## config.mk

```make
export PLATFORM = sky130hd
export DESIGN_NAME = router_reg
export DESIGN_NICKNAME = d
export VERILOG_FILES = /design/src/rtl/router_reg.sv
export SDC_FILE = /design/constraint.sdc
export NUM_CORES = 1
export LEC_CHECK = 0
export BUFFER_PORTS_ARGS = -buffer_cell sky130_fd_sc_hd__buf_4
export CORE_MARGIN = 5
export CORE_UTILIZATION = 43
export DETAILED_ROUTE_END_ITERATION = 6
export MAX_ROUTING_LAYER = met4
export PLACE_DENSITY = 0.67
export SYNTH_ARGS = -nofsm -noshare
export SYNTH_HDL_FRONTEND = slang
export SYNTH_SLANG_ARGS = --single-unit
```

## constraint.sdc

```tcl
create_clock -name clock -period 1.3 [get_ports clock]
set_input_delay 0.26 -clock clock [delete_from_list [all_inputs] [get_ports clock]]
set_output_delay 0.26 -clock clock [all_outputs]
set_load 0.01 [all_outputs]
```

## src/rtl/router_reg.sv

```systemverilog
// Datapath register stage of the 1x3 router: header/full-byte capture, FIFO write data and XOR parity check.
// Define ROUTER_REG_ERR_CNT_EN to add the saturating err_count output (width ERR_CNT_W).
module router_reg #(
   parameter int DATA_W = 8
`ifdef ROUTER_REG_ERR_CNT_EN
   , parameter int ERR_CNT_W = 8
`endif
) (
   input  logic              clock,
   input  logic              resetn,
   input  logic              pkt_valid,
   input  logic [DATA_W-1:0] data_in,
   input  logic              fifo_full,
   input  logic              detect_add,
   input  logic              lfd_state,
   input  logic              ld_state,
   input  logic              laf_state,
   input  logic              full_state,
   input  logic              rst_int_reg,
   output logic [DATA_W-1:0] dout,
   output logic              parity_done,
   output logic              low_packet_valid,
   output logic              err
`ifdef ROUTER_REG_ERR_CNT_EN
   , output logic [ERR_CNT_W-1:0] err_count
`endif
);

   logic [DATA_W-1:0] header_byte;
   logic [DATA_W-1:0] full_byte;
   logic [DATA_W-1:0] int_parity;
   logic [DATA_W-1:0] pkt_parity;
   logic              hdr_ok;
   logic              capture;
   logic              err_next;

   assign hdr_ok = detect_add & pkt_valid & (data_in[1:0] != 2'b11);

   // Parity byte arrives either directly in LOAD_DATA or, if the FIFO was full then, replayed in LAF.
   assign capture = (ld_state & ~pkt_valid & ~fifo_full) |
                    (laf_state & low_packet_valid & ~parity_done);

   always_comb begin
      err_next = err;
      if (detect_add)
         err_next = 1'b0;
      else if (parity_done)
         err_next = (int_parity != pkt_parity);
   end

   always_ff @(posedge clock or negedge resetn) begin
      if (!resetn) begin
         header_byte <= '0;
         full_byte   <= '0;
         dout        <= '0;
      end else begin
         if (hdr_ok)
            header_byte <= data_in;
         if (ld_state && fifo_full)
            full_byte <= data_in;
         if (lfd_state)
            dout <= header_byte;
         else if (ld_state && !fifo_full)
            dout <= data_in;
         else if (laf_state)
            dout <= full_byte;
      end
   end

   always_ff @(posedge clock or negedge resetn) begin
      if (!resetn) begin
         int_parity <= '0;
      end else if (detect_add) begin
         int_parity <= '0;
      end else if (lfd_state) begin
         int_parity <= int_parity ^ header_byte;
      end else if (ld_state && pkt_valid && !full_state) begin
         int_parity <= int_parity ^ data_in;
      end
   end

   always_ff @(posedge clock or negedge resetn) begin
      if (!resetn) begin
         pkt_parity       <= '0;
         parity_done      <= 1'b0;
         low_packet_valid <= 1'b0;
         err              <= 1'b0;
      end else begin
         if (detect_add) begin
            parity_done <= 1'b0;
         end else if (capture) begin
            parity_done <= 1'b1;
            pkt_parity  <= data_in;
         end
         if (rst_int_reg)
            low_packet_valid <= 1'b0;
         else if (ld_state && !pkt_valid)
            low_packet_valid <= 1'b1;
         err <= err_next;
      end
   end

`ifdef ROUTER_REG_ERR_CNT_EN
   always_ff @(posedge clock or negedge resetn) begin
      if (!resetn)
         err_count <= '0;
      else if (err_next && !err && (err_count != '1))
         err_count <= err_count + ERR_CNT_W'(1);
   end
`endif

endmodule

```

==> metrics.md, run 1 <==
| Metric | Value |
|---|---|
| Hold Path Depth | `2` |
| Synth Cell Area | `between 0.002 and 0.0025 mm2` |
| Nets | `about 240` |
| Synth Area in Compound Gates | `about a tenth` |
| Antenna Nets Post-Route | `0` |
| Reg-to-Reg Start | `low_packet_valid$_DFFE_PN0P_` |
| Vias in the first global route | `around 1400` |
| Crit path launch type | `flip-flop` |
| Switching Share | `between 20% and 30%` |
| Max-Cap Viols | `0` |
| Seq pwr share | `51.9%` |
| Footprint of the multi-input gates | `898 um2` |
| Worst path cell trace | `nand2_1 > o22a_4 > nor2_8 > mux2_2` |
| Num CTS Buffers | `5` |
| Critical Path RT | `~1500 ps` |
| Leading area contributor after synthesis | `dfrtp_1` |
| Root Driver | `clkbuf_8` |
| WL met3 | `between 200 and 250 um` |
| Hold_ws | `112 ps` |
| Sw power | `approximately 0.94 mW` |
| Register area | `0.00108 mm2` |
| Xor-xnor portion of the synthesized cell area | `under 10%` |
| Clk_lat worst skew | `about 290 ps` |
| Mux share of post-synthesis cell area | `12.2%` |
| Combinational share of power | `a little under a quarter` |
| Ports | `29` |
| Fraction of registers with async set/reset | `100%` |
| Ys flop type | `dfrtp_1` |
| Clock Power Share | `25.1%` |
| Top cells by count, synth | `dfrtp_1 (43), nor2_1 (34), mux2_2 (21)` |
| Worst vdd ir | `808 uV` |
| Met2 Wirelength | `1920 um` |
| Fraction of layout cells with a size suffix above 1 | `31.4%` |
| Mapped Cells | `approximately 190` |
| Internal cell power | `about 2.3 mW` |
| Total GRT Usage | `between 10% and 20%` |
| Vias per cell | `between 5 and 6` |
| Final Hold Vio Count | `0` |
| Setup violators final | `0` |
| Antenna violations before repair | `0` |
| Die ar. | `between 0.006 and 0.007 mm2` |
| Worst path arrival time | `~1500 ps` |
| GPL Wtd Cong | `approximately 0.80` |
| Worst Path Class, Setup | `flip-flop to flip-flop` |
| Worst setup EP type | `flip-flop` |
| Total power | `3.28 mW` |
| DPL Wire Length | `between 3000 and 4000 um` |
| Syn_nets | `~200` |
| Register area share after synthesis | `53.2%` |
| FF+latch count, synth | `43` |
| Pre-CTS setup slack | `-103 ps` |
| Wire per inst | `between 15 and 20 um` |
| Die Wd | `between 70 and 80 um` |
| 1st-iter DRT viols | `slightly below 90` |
| Slew @ Worst Pin | `roughly 540 ps` |
| HP Start | `rst_int_reg` |
| Top layer in use | `met4` |
| Fin crit share | `between 90% and 100%` |
| Count of flip-flops with a built-in enable after synthesis | `0` |
| N_diodes | `0` |
| Max FO, Critical Path | `8` |
| Die height | `78.6 um` |
| CTS tree | `built` |
| Setup_tns | `0 ps` |
| Status | `complete, no violations` |
| Row count | `25` |
| Pleak | `about 1.2 nW` |
| Worst reg2reg path endpoint | `pkt_parity[4]$_DFFE_PN0P_` |
| First-pass iteration count of the detailed router | `4` |
| First-pass GRT wire length | `between 7000 and 8000 um` |
| Worst-path clk slew | `approximately 80 ps` |
| Netlist cell types | `23` |
| I/O Buffers | `28` |
| Relative slew slack | `between 60% and 70%` |
| Remaining Overflow, GRT | `0` |
| Routed length on met1 | `approximately 2000 um` |
| Slowest cell delay on critical path | `between 300 and 400 ps` |
| Final setup margin | `about 20 ps` |
| Flop-to-flop setup slack | `about 20 ps` |
| Area Overhead vs Synth | `22.1%` |
| End of the worst hold path | `low_packet_valid$_DFFE_PN0P_` |
| Area share of fa/ha/maj cells after synthesis | `0%` |
| DRT Wirelength | `approximately 4300 um` |
| Effective utilization at floorplan | `~44%` |
| HP Class | `input port to flip-flop` |
| Clock period minus worst slack | `roughly 1300 ps` |
| DR vias | `1441` |
| DRC | `0` |
| Most instantiated library cell after synthesis | `dfrtp_1` |
| Post-synthesis simple-gate area fraction | `roughly an eighth` |
| Pin count of the biggest net entering global routing | `44` |
| H-tree levels | `2` |
| Yosys warning count | `0` |
| Pwr per Cell Area | `1330 mW/mm2` |
| Slew Viols, Final | `0` |
| Core area | `between 0.004 and 0.005 mm2` |
| Largest cells by area after synthesis | `dfrtp_1 (53%), mux2_2 (12%), nor2_1 (6.3%)` |
| Main combinational cell family by area after synthesis | `simple AND/OR/NAND/NOR gates` |
| # clock sinks | `between 40 and 50` |
| Fin Clk Skew | `roughly 6 ps` |
| Cells on worst reg2reg path | `4` |
| RSZ-0062 raised after global routing | `true` |
| Synth top area share | `between 50 and 60%` |
| Slowest cell on crit path | `dfrtp_1` |
| Avg Cell Area, Syn | `~11 um2` |
| Max Buffers Root-to-Sink | `2` |
| # fillers | `425` |
| FMAX | `781 MHz` |
layer usage:
metal	vias to the layer above	GRT usage (%)
met3	6	4.59
met2	40	21.3
met5	-	-
met4	0	5.94
li1	704	-
met1	691	23.1
how the worst max path moves through the flow:
stage	from	to	slack [ps]	depth (start not counted)
global route	low_packet_valid$_DFFE_PN0P_	pkt_parity[4]$_DFFE_PN0P_	-30	4
global placement	fifo_full	pkt_parity[7]$_DFFE_PN0P_	-100	5
detailed placement	fifo_full	pkt_parity[3]$_DFFE_PN0P_	-100	5
floorplan	fifo_full	pkt_parity[0]$_DFFE_PN0P_	-40	5
finish	low_packet_valid$_DFFE_PN0P_	pkt_parity[4]$_DFFE_PN0P_	20	4
CTS	low_packet_valid$_DFFE_PN0P_	pkt_parity[7]$_DFFE_PN0P_	10	4
metrics by stage:
step | instances | instance area [um2] | util (%)
floorplan | 186 | 2050 | -
global placement | 271 | 2370 | 51.2
detailed placement | 271 | 2370 | 51.2
CTS | 280 | 2460 | 53.2
global route | 280 | 2470 | 53.4
finish | 280 | 2470 | 53.4
area by class of cell:
| cell class | instances | share of cell area, % |
|---|---|---|
| inverters | 10 | 1.52 |
| well taps | 54 | 2.73 |
| clock buffers | 5 | 2.78 |
| clock inverters | 3 | 0.608 |
| flip-flops and latches | 43 | 43.5 |
| repair buffers | 39 | 12.5 |
| multi-input cells | 126 | 36.4 |
state kept, by name (all words and copies together), names as in the netlist:
signal and flops:
full_byte 8, dout 8, err 1, low_packet_valid 1, int_parity 8, parity_done 1
header_byte 8, pkt_parity 8
cell usage in the layout (no fill, tap or decap), drive strengths merged:
cell,Yosys,layout
inv,10,10
nand3b,1,1
nand2,12,12
o22a,1,1
a311o,8,8
dfrtp,43,43
a21o,1,1
a22oi,8,8
a311oi,1,1
clkbuf,2,5
dlygate4sd3,0,1
nand2b,9,9
nand4,1,1
xor2,3,3
mux2,22,22
buf,5,38
clkinv,0,3
nor4,1,1
xnor2,13,13
a21oi,10,10
nor2,35,35
worst max-delay path, delay by kind of cell, from the launching register on:
family	cells	cell delay, ps
and+or+nand+nor	2	240
muxes	1	350
DFF	1	350
AOI/OAI and AO/OA	1	230
kinds of logic after synthesis:
family	after synthesis
buffers and inverters	17
muxes	22
xor gates and xnor gates	16
AOI/OAI and AO/OA	29
and+or+nand+nor	59
DFF	43
power groups by stage:
stage               Sequential [mW]  Combinational (mW)  Clock, mW
global placement               1.73               0.734          0
finish                         1.71               0.752      0.825
detailed placement             1.73               0.742          0
floorplan                      1.73               0.467          0
global route                   1.74               0.843      0.925
CTS                            1.71               0.748      0.853
what timing repair did:
action | 4_1_cts | 5_1_grt
setup endpoints to repair | 0 | 8
setup buffers | 0 | 0
hold buffers | 1 | 0
gates resized for setup | 0 | 1
hold endpoints to repair | 43 | 0
Note: power is estimated with default switching activity, not from simulation.
==> inputs of run 2 (changes only) <==
clock period = 1.65 ns   (was 1.3 ns; I/O delays follow)
==> run 2 against run 1 <==
Net effect: fmax decreased by 3.4%; core utilization decreased by 1.6 points; combinational power decreased by 27%; first-iteration DRC count decreased by 36%; wire length decreased by 1.1%; highest routed layer unchanged.
==> metrics.md, run 2 (synthesized netlist as in run 1, its figures left out) <==
| Metric | Value |
|---|---|
| Status | `complete, no violations (unchanged)` |
| Vias per cell | `5.16 (was 5.15)` |
| DRT Wirelength | `4230 um (was 4270 um)` |
| Root Driver | `clkbuf_8 (unchanged)` |
| Reg-to-Reg Start | `low_packet_valid$_DFFE_PN0P_ (unchanged)` |
| Worst path arrival time | `1500 ps (was 1460 ps)` |
| Worst-path clk slew | `90 ps (was 80 ps)` |
| # fillers | `445 (was 425)` |
| DRC | `0 (unchanged)` |
| Worst setup EP type | `flip-flop (unchanged)` |
| Nets | `234 (was 243)` |
| Area Overhead vs Synth | `18.5% (was 22.1%)` |
| Ports | `29 (unchanged)` |
| Clock period minus worst slack | `1330 ps (was 1280 ps)` |
| Setup_tns | `0 ps (unchanged)` |
| Final Hold Vio Count | `0 (unchanged)` |
| Hold_buf cts | `0 (was 1)` |
| Layout Cell Area excl Fill | `0.00240 mm2 (was 0.00247 mm2)` |
| First-pass GRT wire length | `7310 um (was 7460 um)` |
| Die height | `78.6 um (unchanged)` |
| Worst Path Class, Setup | `flip-flop to flip-flop (unchanged)` |
| Critical Path RT | `1830 ps (was 1480 ps)` |
| Remaining Overflow, GRT | `0 (unchanged)` |
| Vias in the first global route | `1426 (was 1435)` |
| Antenna violations before repair | `0 (unchanged)` |
| Slowest cell on crit path | `dfrtp_1 (unchanged)` |
| Pwr per Cell Area | `1150 mW/mm2 (was 1330 mW/mm2)` |
| 1st-iter DRT viols | `56 (was 87)` |
| Fin crit share | `80.3% (was 98.5%)` |
| # clock sinks | `43 (unchanged)` |
| Most frequent cells in the layout | `dfrtp_1 (43), nor2_1 (34), buf_4 (30) (was dfrtp_1 (43), buf_4 (37), nor2_1 (34))` |
| Register area | `0.00108 mm2 (unchanged)` |
| Die ar. | `0.00618 mm2 (unchanged)` |
| I/O Buffers | `28 (unchanged)` |
| CTS tree | `built (unchanged)` |
| Total power | `2.75 mW (was 3.28 mW)` |
| Slew Viols, Final | `0 (unchanged)` |
| Footprint of the multi-input gates | `873 um2 (was 898 um2)` |
| Setup violators final | `0 (unchanged)` |
| Pleak | `1.11 nW (was 1.16 nW)` |
| First-pass iteration count of the detailed router | `4 (unchanged)` |
| RSZ-0062 raised after global routing | `false (was true)` |
| DPL Wire Length | `2970 um (was 3030 um)` |
| Worst path cell trace | `nand2_1 > o22a_2 > nor2_8 > mux2_2 (was nand2_1 > o22a_4 > nor2_8 > mux2_2)` |
| N_diodes | `0 (unchanged)` |
| H-tree levels | `2 (unchanged)` |
| Fraction of layout cells with a size suffix above 1 | `28.1% (was 31.4%)` |
| Wire per inst | `15.6 um (was 15.3 um)` |
| Setup crit start | `low_packet_valid$_DFFE_PN0P_ (unchanged)` |
| Hold_ws | `17.0 ps (was 112 ps)` |
| Clk_lat worst skew | `300 ps (was 290 ps)` |
| Most common cell after layout, fill and taps aside | `dfrtp_1 (unchanged)` |
| Relative slew slack | `63.4% (was 64.2%)` |
| Worst reg2reg path endpoint | `pkt_parity[5]$_DFFE_PN0P_ (was pkt_parity[4]$_DFFE_PN0P_)` |
| Pin count of the biggest net entering global routing | `44 (unchanged)` |
| Antenna Nets Post-Route | `0 (unchanged)` |
| Max FO, Critical Path | `8 (unchanged)` |
| Row count | `25 (unchanged)` |
| Pre-CTS setup slack | `124 ps (was -103 ps)` |
| Cells on worst reg2reg path | `4 (unchanged)` |
| Slowest cell delay on critical path | `380 ps (was 350 ps)` |
| Effective utilization at floorplan | `43.7% (unchanged)` |
| Max-Cap Viols | `0 (unchanged)` |
| Flop-to-flop setup slack | `320 ps (was 20 ps)` |
| Fin Clk Skew | `10.9 ps (was 5.98 ps)` |
| FMAX | `754 MHz (was 781 MHz)` |
| Total GRT Usage | `15.9% (was 16.1%)` |
| Final setup margin | `325 ps (was 20.0 ps)` |
| CTS resizes | `0 (unchanged)` |
| Slew @ Worst Pin | `549 ps (was 537 ps)` |
| Worst vdd ir | `597 uV (was 808 uV)` |
| Num CTS Buffers | `5 (unchanged)` |
| DR vias | `1398 (was 1441)` |
| Max Buffers Root-to-Sink | `2 (unchanged)` |
| GPL Wtd Cong | `0.754 (was 0.805)` |
| HP Class | `input port to asynchronous set/reset pin (was input port to flip-flop)` |
| Postcts setup bufs | `0 (unchanged)` |
| Core area | `0.00463 mm2 (unchanged)` |
| Die Wd | `78.6 um (unchanged)` |
| Placed cell area | `0.00228 mm2 (was 0.00237 mm2)` |
| Crit path launch type | `flip-flop (unchanged)` |
==> run 2: metrics by stage <==
stage / utilization (%) / std cells
floorplan: - / 186
global placement: 49.2 / 263
detailed placement: 49.2 / 263
CTS: 51.8 / 271
global route: 51.8 / 271
finish: 51.8 / 271
==> run 2: how the worst max path moves through the flow <==
stage                                endpoint  slack, ps  depth (start not counted)
floorplan           pkt_parity[0]$_DFFE_PN0P_        190                          5
global placement    pkt_parity[4]$_DFFE_PN0P_        140                          5
detailed placement  pkt_parity[5]$_DFFE_PN0P_        120                          5
CTS                 pkt_parity[5]$_DFFE_PN0P_        310                          3
global route        pkt_parity[4]$_DFFE_PN0P_        250                          3
finish              pkt_parity[5]$_DFFE_PN0P_        320                          4
==> run 2: area by class of cell <==
| class | instances | area share, % |
|---|---|---|
| Multi-Input combinational cell | 126 | 36.4 |
| Clock inverter | 2 | 1.46 |
| Clock buffer | 6 | 3.44 |
| Timing Repair Buffer | 30 | 9.39 |
| Tap cell | 54 | 2.82 |
| Sequential cell | 43 | 44.9 |
| Inverter | 10 | 1.57 |
==> run 2: where the power goes <==
group	total, mW	internal [mW]	switching, mW
clock	0.853	0.490	0.363
sequential	1.35	1.23	0.113
combinational	0.548	0.300	0.248
==> run 2: critical path, delay by kind of cell, from the launching register on <==
family,cells,cell delay [ps]
muxes,1,360
and+or+nand+nor,2,230
AOI/OAI and AO/OA,1,240
DFF,1,380
==> run 2: layer usage <==
| layer | GRT usage (%) | part of all wire [%] |
|---|---|---|
| met1 | 21.0 | 47 |
| met2 | 23.7 | 45 |
| met3 | 4.82 | 6.5 |
| met4 | 4.72 | 1.3 |
| met5 | - | 0 |
